**src/rtl/age_quant_pkg.sv**
```systemverilog
// age_quant_pkg: shared widths and the stage-2 saturating age quantiser
// used by age_quant_pipe and age_quant_ch.
package age_quant_pkg;

  localparam int unsigned TS_BITS_DEF   = 16;
  localparam int unsigned POL_BITS_DEF  = 2;
  localparam int unsigned WORD_BITS_DEF = 18;
  localparam int unsigned NUM_CH_DEF    = 2;
  localparam int unsigned ACT_BITS_DEF  = 8;
  localparam int unsigned SHIFT_BITS    = 4;
  localparam int unsigned CNT_BITS      = 16;

  // act = max - min(age >> shift, max); a result of 0 means the channel saturated
  function automatic logic [31:0] quant_act(input logic [31:0]           age,
                                            input logic [SHIFT_BITS-1:0] shift,
                                            input int unsigned           act_bits);
    logic [31:0] max_act;
    logic [31:0] q;
    max_act = (32'd1 << act_bits) - 32'd1;
    q       = age >> shift;
    return (q >= max_act) ? 32'd0 : (max_act - q);
  endfunction

endpackage

```
**src/rtl/age_quant_ch.sv**
```systemverilog
// age_quant_ch: per-channel two-stage datapath.
//   stage 1: age = cur_ts - ts (modular), polarity and shift captured
//   stage 2: act quantised from age, polarity passed on, sat flag
// Ports: clk, rst (sync, active high), en (global pipeline enable),
//   in_word {ts, pol}, cur_ts, age_shift -> act, pol, sat (all registered).
module age_quant_ch
  import age_quant_pkg::*;
#(
  parameter int unsigned TIMESTAMP_BITS = TS_BITS_DEF,
  parameter int unsigned POLARITY_BITS  = POL_BITS_DEF,
  parameter int unsigned WORD_SIZE      = WORD_BITS_DEF,
  parameter int unsigned ACT_BITS       = ACT_BITS_DEF
) (
  input  logic                      clk,
  input  logic                      rst,
  input  logic                      en,
  input  logic [WORD_SIZE-1:0]      in_word,
  input  logic [TIMESTAMP_BITS-1:0] cur_ts,
  input  logic [SHIFT_BITS-1:0]     age_shift,
  output logic [ACT_BITS-1:0]       act,
  output logic [POLARITY_BITS-1:0]  pol,
  output logic                      sat
);

  logic [TIMESTAMP_BITS-1:0] ts;
  logic [TIMESTAMP_BITS-1:0] age_d, age_q;
  logic [POLARITY_BITS-1:0]  pol1_d, pol1_q;
  logic [SHIFT_BITS-1:0]     shift_d, shift_q;
  logic [ACT_BITS-1:0]       act_d, act_q;
  logic [POLARITY_BITS-1:0]  pol2_d, pol2_q;
  logic                      sat_d, sat_q;
  logic [31:0]               act_full;

  assign ts = in_word[POLARITY_BITS +: TIMESTAMP_BITS];

  // Next-state for both stages; everything holds when the pipe is stalled
  always_comb begin
    age_d    = age_q;
    pol1_d   = pol1_q;
    shift_d  = shift_q;
    act_d    = act_q;
    pol2_d   = pol2_q;
    sat_d    = sat_q;
    act_full = quant_act(32'(age_q), shift_q, ACT_BITS);
    if (en) begin
      age_d   = cur_ts - ts;
      pol1_d  = in_word[POLARITY_BITS-1:0];
      shift_d = age_shift;
      // Polarity 0 means no event: force act to 0 and never flag saturation
      act_d   = (pol1_q != '0) ? ACT_BITS'(act_full) : '0;
      pol2_d  = pol1_q;
      sat_d   = (pol1_q != '0) && (act_full == 32'd0);
    end
  end

  always_ff @(posedge clk) begin
    if (rst) begin
      age_q   <= '0;
      pol1_q  <= '0;
      shift_q <= '0;
      act_q   <= '0;
      pol2_q  <= '0;
      sat_q   <= 1'b0;
    end else begin
      age_q   <= age_d;
      pol1_q  <= pol1_d;
      shift_q <= shift_d;
      act_q   <= act_d;
      pol2_q  <= pol2_d;
      sat_q   <= sat_d;
    end
  end

  assign act = act_q;
  assign pol = pol2_q;
  assign sat = sat_q;

endmodule

```
**src/rtl/age_quant_pipe.sv**
```systemverilog
// age_quant_pipe: two-stage pipeline converting event-word ages into
// per-channel activations, with valid/ready handshake and a saturating
// count of saturated channels.
// Ports: clk, rst (sync, active high); in_valid/in_ready/in_data/cur_ts/
//   age_shift on the input side; out_valid/out_ready/out_act/out_pol on the
//   output side; sat_cnt with synchronous clear sat_clr.
module age_quant_pipe
  import age_quant_pkg::*;
#(
  parameter int unsigned TIMESTAMP_BITS = TS_BITS_DEF,
  parameter int unsigned POLARITY_BITS  = POL_BITS_DEF,
  parameter int unsigned WORD_SIZE      = WORD_BITS_DEF,
  parameter int unsigned NUM_CH         = NUM_CH_DEF,
  parameter int unsigned ACT_BITS       = ACT_BITS_DEF
) (
  input  logic                              clk,
  input  logic                              rst,
  input  logic                              in_valid,
  output logic                              in_ready,
  input  logic [NUM_CH*WORD_SIZE-1:0]       in_data,
  input  logic [TIMESTAMP_BITS-1:0]         cur_ts,
  input  logic [SHIFT_BITS-1:0]             age_shift,
  output logic                              out_valid,
  input  logic                              out_ready,
  output logic [NUM_CH*ACT_BITS-1:0]        out_act,
  output logic [NUM_CH*POLARITY_BITS-1:0]   out_pol,
  output logic [CNT_BITS-1:0]               sat_cnt,
  input  logic                              sat_clr
);

  localparam int unsigned SUM_BITS = CNT_BITS + 1;

  logic                v1_d, v1_q;
  logic                v2_d, v2_q;
  logic [CNT_BITS-1:0] sat_cnt_d, sat_cnt_q;
  logic [SUM_BITS-1:0] sat_sum;
  logic [NUM_CH-1:0]   sat_vec;
  logic                en;
  logic                out_xfer;

  // Whole pipe advances together whenever the output slot is free or draining
  assign en       = out_ready || !v2_q;
  assign in_ready = en;
  assign out_xfer = v2_q && out_ready;

  for (genvar k = 0; k < NUM_CH; k++) begin : g_ch
    age_quant_ch #(
      .TIMESTAMP_BITS (TIMESTAMP_BITS),
      .POLARITY_BITS  (POLARITY_BITS),
      .WORD_SIZE      (WORD_SIZE),
      .ACT_BITS       (ACT_BITS)
    ) u_ch (
      .clk       (clk),
      .rst       (rst),
      .en        (en),
      .in_word   (in_data[k*WORD_SIZE +: WORD_SIZE]),
      .cur_ts    (cur_ts),
      .age_shift (age_shift),
      .act       (out_act[k*ACT_BITS +: ACT_BITS]),
      .pol       (out_pol[k*POLARITY_BITS +: POLARITY_BITS]),
      .sat       (sat_vec[k])
    );
  end

  // Valid flags and saturation counter; clear beats a same-cycle increment
  always_comb begin
    v1_d      = v1_q;
    v2_d      = v2_q;
    sat_cnt_d = sat_cnt_q;
    sat_sum   = {1'b0, sat_cnt_q};
    for (int k = 0; k < NUM_CH; k++) begin
      sat_sum = sat_sum + SUM_BITS'(sat_vec[k]);
    end
    if (en) begin
      v1_d = in_valid;
      v2_d = v1_q;
    end
    if (sat_clr) begin
      sat_cnt_d = '0;
    end else if (out_xfer) begin
      sat_cnt_d = sat_sum[CNT_BITS] ? '1 : sat_sum[CNT_BITS-1:0];
    end
  end

  always_ff @(posedge clk) begin
    if (rst) begin
      v1_q      <= 1'b0;
      v2_q      <= 1'b0;
      sat_cnt_q <= '0;
    end else begin
      v1_q      <= v1_d;
      v2_q      <= v2_d;
      sat_cnt_q <= sat_cnt_d;
    end
  end

  assign out_valid = v2_q;
  assign sat_cnt   = sat_cnt_q;

endmodule
```
**config.mk**
```make
export PLATFORM = sky130hd
export DESIGN_NAME = age_quant_pipe
export DESIGN_NICKNAME = d
export VERILOG_FILES = /design/src/rtl/age_quant_pkg.sv /design/src/rtl/age_quant_ch.sv /design/src/rtl/age_quant_pipe.sv
export SDC_FILE = /design/constraint.sdc
export NUM_CORES = 1
export LEC_CHECK = 0
export ABC_AREA = 1
export BUFFER_PORTS_ARGS = -buffer_cell sky130_fd_sc_hd__buf_2
export CAP_MARGIN = 30
export CORE_MARGIN = 5
export CORE_UTILIZATION = 40
export DETAILED_ROUTE_END_ITERATION = 10
export PLACE_DENSITY = 0.71
export SYNTH_ARGS = -nofsm -noshare
export SYNTH_HDL_FRONTEND = slang
export SYNTH_SLANG_ARGS = --single-unit
export TNS_END_PERCENT = 30
```
**constraint.sdc**
```tcl
create_clock -name clk -period 2.65 [get_ports clk]
set_input_delay 0.6625 -clock clk [delete_from_list [all_inputs] [get_ports clk]]
set_output_delay 0.6625 -clock clk [all_outputs]
set_load 0.01 [all_outputs]
```
==> flow_summary_export.csv <==
group,metric,value,unit
status,status,"complete, no violations",
hold_path,hold_end,"out_valid",
timing,rsz0062_at_grt,"no",
finish,final_area,0.00699,mm^2
worst_setup_path,crit_chain,"inv_1, fa_1, inv_1, ha_1, nand2_1, nor2_1, nand4_1, nor2_1, nand2_1, nor2_1, nand2_1, nand3_1, nand2_1, inv_1",
cts,cts_buffer_depth,2,
worst_setup_path,r2r_slack,290,ps
worst_setup_path,end_kind,"flip-flop",
worst_setup_path,start_kind,"flip-flop",
logic_synthesis,synthCells,982,
finish,layout.cells.non_filler,1257,
finish,diodes,0,
cts,cts.sinks,80,
power,total_power,3.57,mW
worst_setup_path,cp_max_fo,11,
logic_synthesis,yosys-top-cells-area,"dfxtp_1, nand2_1, nand3_1, inv_1, a21oi_1",
global_routing,grt_pass1_wl,27200,um
worst_setup_path,critPathMaxStageDelay,410,ps
timing,setup_viol,0,
cts,cts_hold_buffers,0,
hold_path,hp-start,"v1_q",
logic_synthesis,syn_avg_cell_area,6.17,um^2
place,place_congestion,0.957,
routing,vias,6406,
cts,clock_latency,340,ps
floorplan,num_io_pins,99,
timing,final_max_slew_viol_count,0,
worst_setup_path,crit_required,2930,ps
cts,cts_resized,0,
worst_setup_path,r2r_cells,14,
place,post-place-ws,68.2,ps
logic_synthesis,synthArstFlopShare,0,
logic_synthesis,synth_cell_type_count,37,
cts,cts_tree,"done",
logic_synthesis,syn_nets,1079,
cts,htreeDepth,3,
cts,cts_root_buf,"clkbuf_16",
floorplan,die_width,133,um
logic_synthesis,syn-cell-area,0.00606,mm^2
routing,detail_route.wirelength,16100,um
logic_synthesis,ys.warnings.count,0,
routing,drc_errors,0,
logic_synthesis,synth_edf_count,0,
hold_path,min_path_cells,2,
logic_synthesis,ys_ff_latch,80,
routing,drt-initial-drc-count,397,
worst_setup_path,crit_type,"flip-flop to flip-flop",
routing,firstDrtPassIters,5,
timing,fin_skew,7.76,ps
timing,finalCritPeriodShare,0.891,
global_routing,grt_max_degree,53,
timing,worst_pin_slew,891,ps
routing,vias_per_cell,5.10,
global_routing,gr-total-overflow,0,
place,place_inst,1242,
timing,holdWs,457,ps
timing,relSlewSlack,0.400,
logic_synthesis,synth_common_cells,"nand2_1, nand3_1, inv_1",
finish,area_growth,15.4,%
timing,hold_violations,0,
worst_setup_path,crit_arrival,2640,ps
power,vdd_drop_max,0.284,mV
place,portBuffers,98,
timing,period_minus_slack,2360,ps
finish,fin_util,0.465,
worst_setup_path,crit_top_cell,"nand2_1",
routing,wl_per_cell,12.8,um
global_routing,grt_pass1_vias,5707,
cts,cts_made_buffers,9,
floorplan,rows,45,
timing,setup_slack,289,ps
logic_synthesis,ys.flop_type,"dfxtp_1",
place,dp_hpwl,12500,um
timing,fmax,424,MHz
worst_setup_path,reg2reg_to,"sat_cnt[13]",
floorplan,dieHeight,133,um
flow_run,drv_cap,0,
logic_synthesis,synth_most_common_cell,"nand2_1",
hold_path,hp-class,"flip-flop to flip-flop",
floorplan,die_area,0.0177,mm^2
logic_synthesis,synth.top_cell.area_share,0.264,
global_routing,grt_use_total,0.181,
floorplan,start_util,0.403,
place,place_area,0.00672,mm^2
finish,nNetsFinal,1162,
global_routing,antenna_found_initial,1,
routing,postRouteAntennaNets,0,
power,power_density,511,mW/mm^2
logic_synthesis,yosysSeqAreaShare,0.264,
floorplan,core_region_area,0.0150,mm^2
logic_synthesis,yosysTopAreaCell,"dfxtp_1",
cts,clk_pin_slew,60,ps
cts,post-cts-setup-buffer-count,0,
worst_setup_path,worstReg2RegStart,"sat_cnt[0]",
worst_setup_path,crit_slowest_cell,"fa_1",
power,leakage,3.64,nW
timing,tns,0,ps
finish,drive_above_1_share,0.131,
-- critical path: cells and delay by family, from the launching register on --
family        cells  cell delay, ps
fa+ha+maj         2             570
buf+inv           3             200
flops             1             370
simple gates      9            1190
-- routing by layer --
layer	vias to the layer above	GRT usage	wire length, um
met3	26	0.0323	855
met2	164	0.276	7020
li1	3402	-	-
met1	2812	0.258	7900
met4	2	0.0589	335
met5	-	0	13
-- how the worst max path moves through the flow --
stage               start                     end  slack (ps)  cells past startpoint
2_1_floorplan   cur_ts[0]  g_ch[0].u_ch.age_q[10]         340                     11
3_3_place_gp    cur_ts[0]  g_ch[1].u_ch.age_q[10]          90                     12
3_5_place_dp    cur_ts[0]  g_ch[1].u_ch.age_q[10]          70                     12
4_1_cts        sat_cnt[0]             sat_cnt[13]         300                     14
5_1_grt        sat_cnt[0]             sat_cnt[13]          60                     14
6_report       sat_cnt[0]             sat_cnt[13]         290                     14
-- cells in the final DEF, fill, tap and decap left out, types with 4 or more instances in the layout --
cell       count
buf_4         16
nor2_1        47
o21ai_1        7
o21bai_1      10
nand2_1      274
inv_1        117
ha_1          33
o211ai_1       7
inv_2          4
nand4_1       18
a21o_1         6
dfxtp_1       80
xor2_1        16
o21ai_0       54
xnor2_1        5
a21oi_1       86
clkbuf_16      9
nand3b_1       5
nor3_1         4
buf_2         98
nand3_1      141
-- layout make-up --
class	count	area (um^2)
sequential	80	1600
clock buffer	10	229
timing repair buffer	114	611
tap	188	235
inverter	121	454
multi-input combinational	739	3820
clock inverter	5	33.8
fill	1583	8050
-- logic make-up after synthesis --
group,Yosys count,share of synthesized area
simple gates,499,0.354
compound gates,183,0.167
fa+ha+maj,36,0.0781
xor+xnor,21,0.0304
buf+inv,163,0.106
flops,80,0.264
-- flip-flops by register name, summed over array words and instances (netlist names) --
register,flops
g_ch.u_ch.act,16
g_ch.u_ch.age_q,32
g_ch.u_ch.pol,4
g_ch.u_ch.pol1_q,4
g_ch.u_ch.sat,2
g_ch.u_ch.shift_q,4
out_valid,1
sat_cnt,16
v1_q,1
-- power by group --
| part | total [mW] | switching, mW | internal, mW |
|---|---|---|---|
| logic | 1.09 | 0.687 | 0.399 |
| clock network | 1.12 | 0.490 | 0.629 |
| registers | 1.37 | 0.0685 | 1.30 |
| total | 3.57 | 1.25 | 2.32 |
Note: power is estimated with default switching activity, not from simulation.
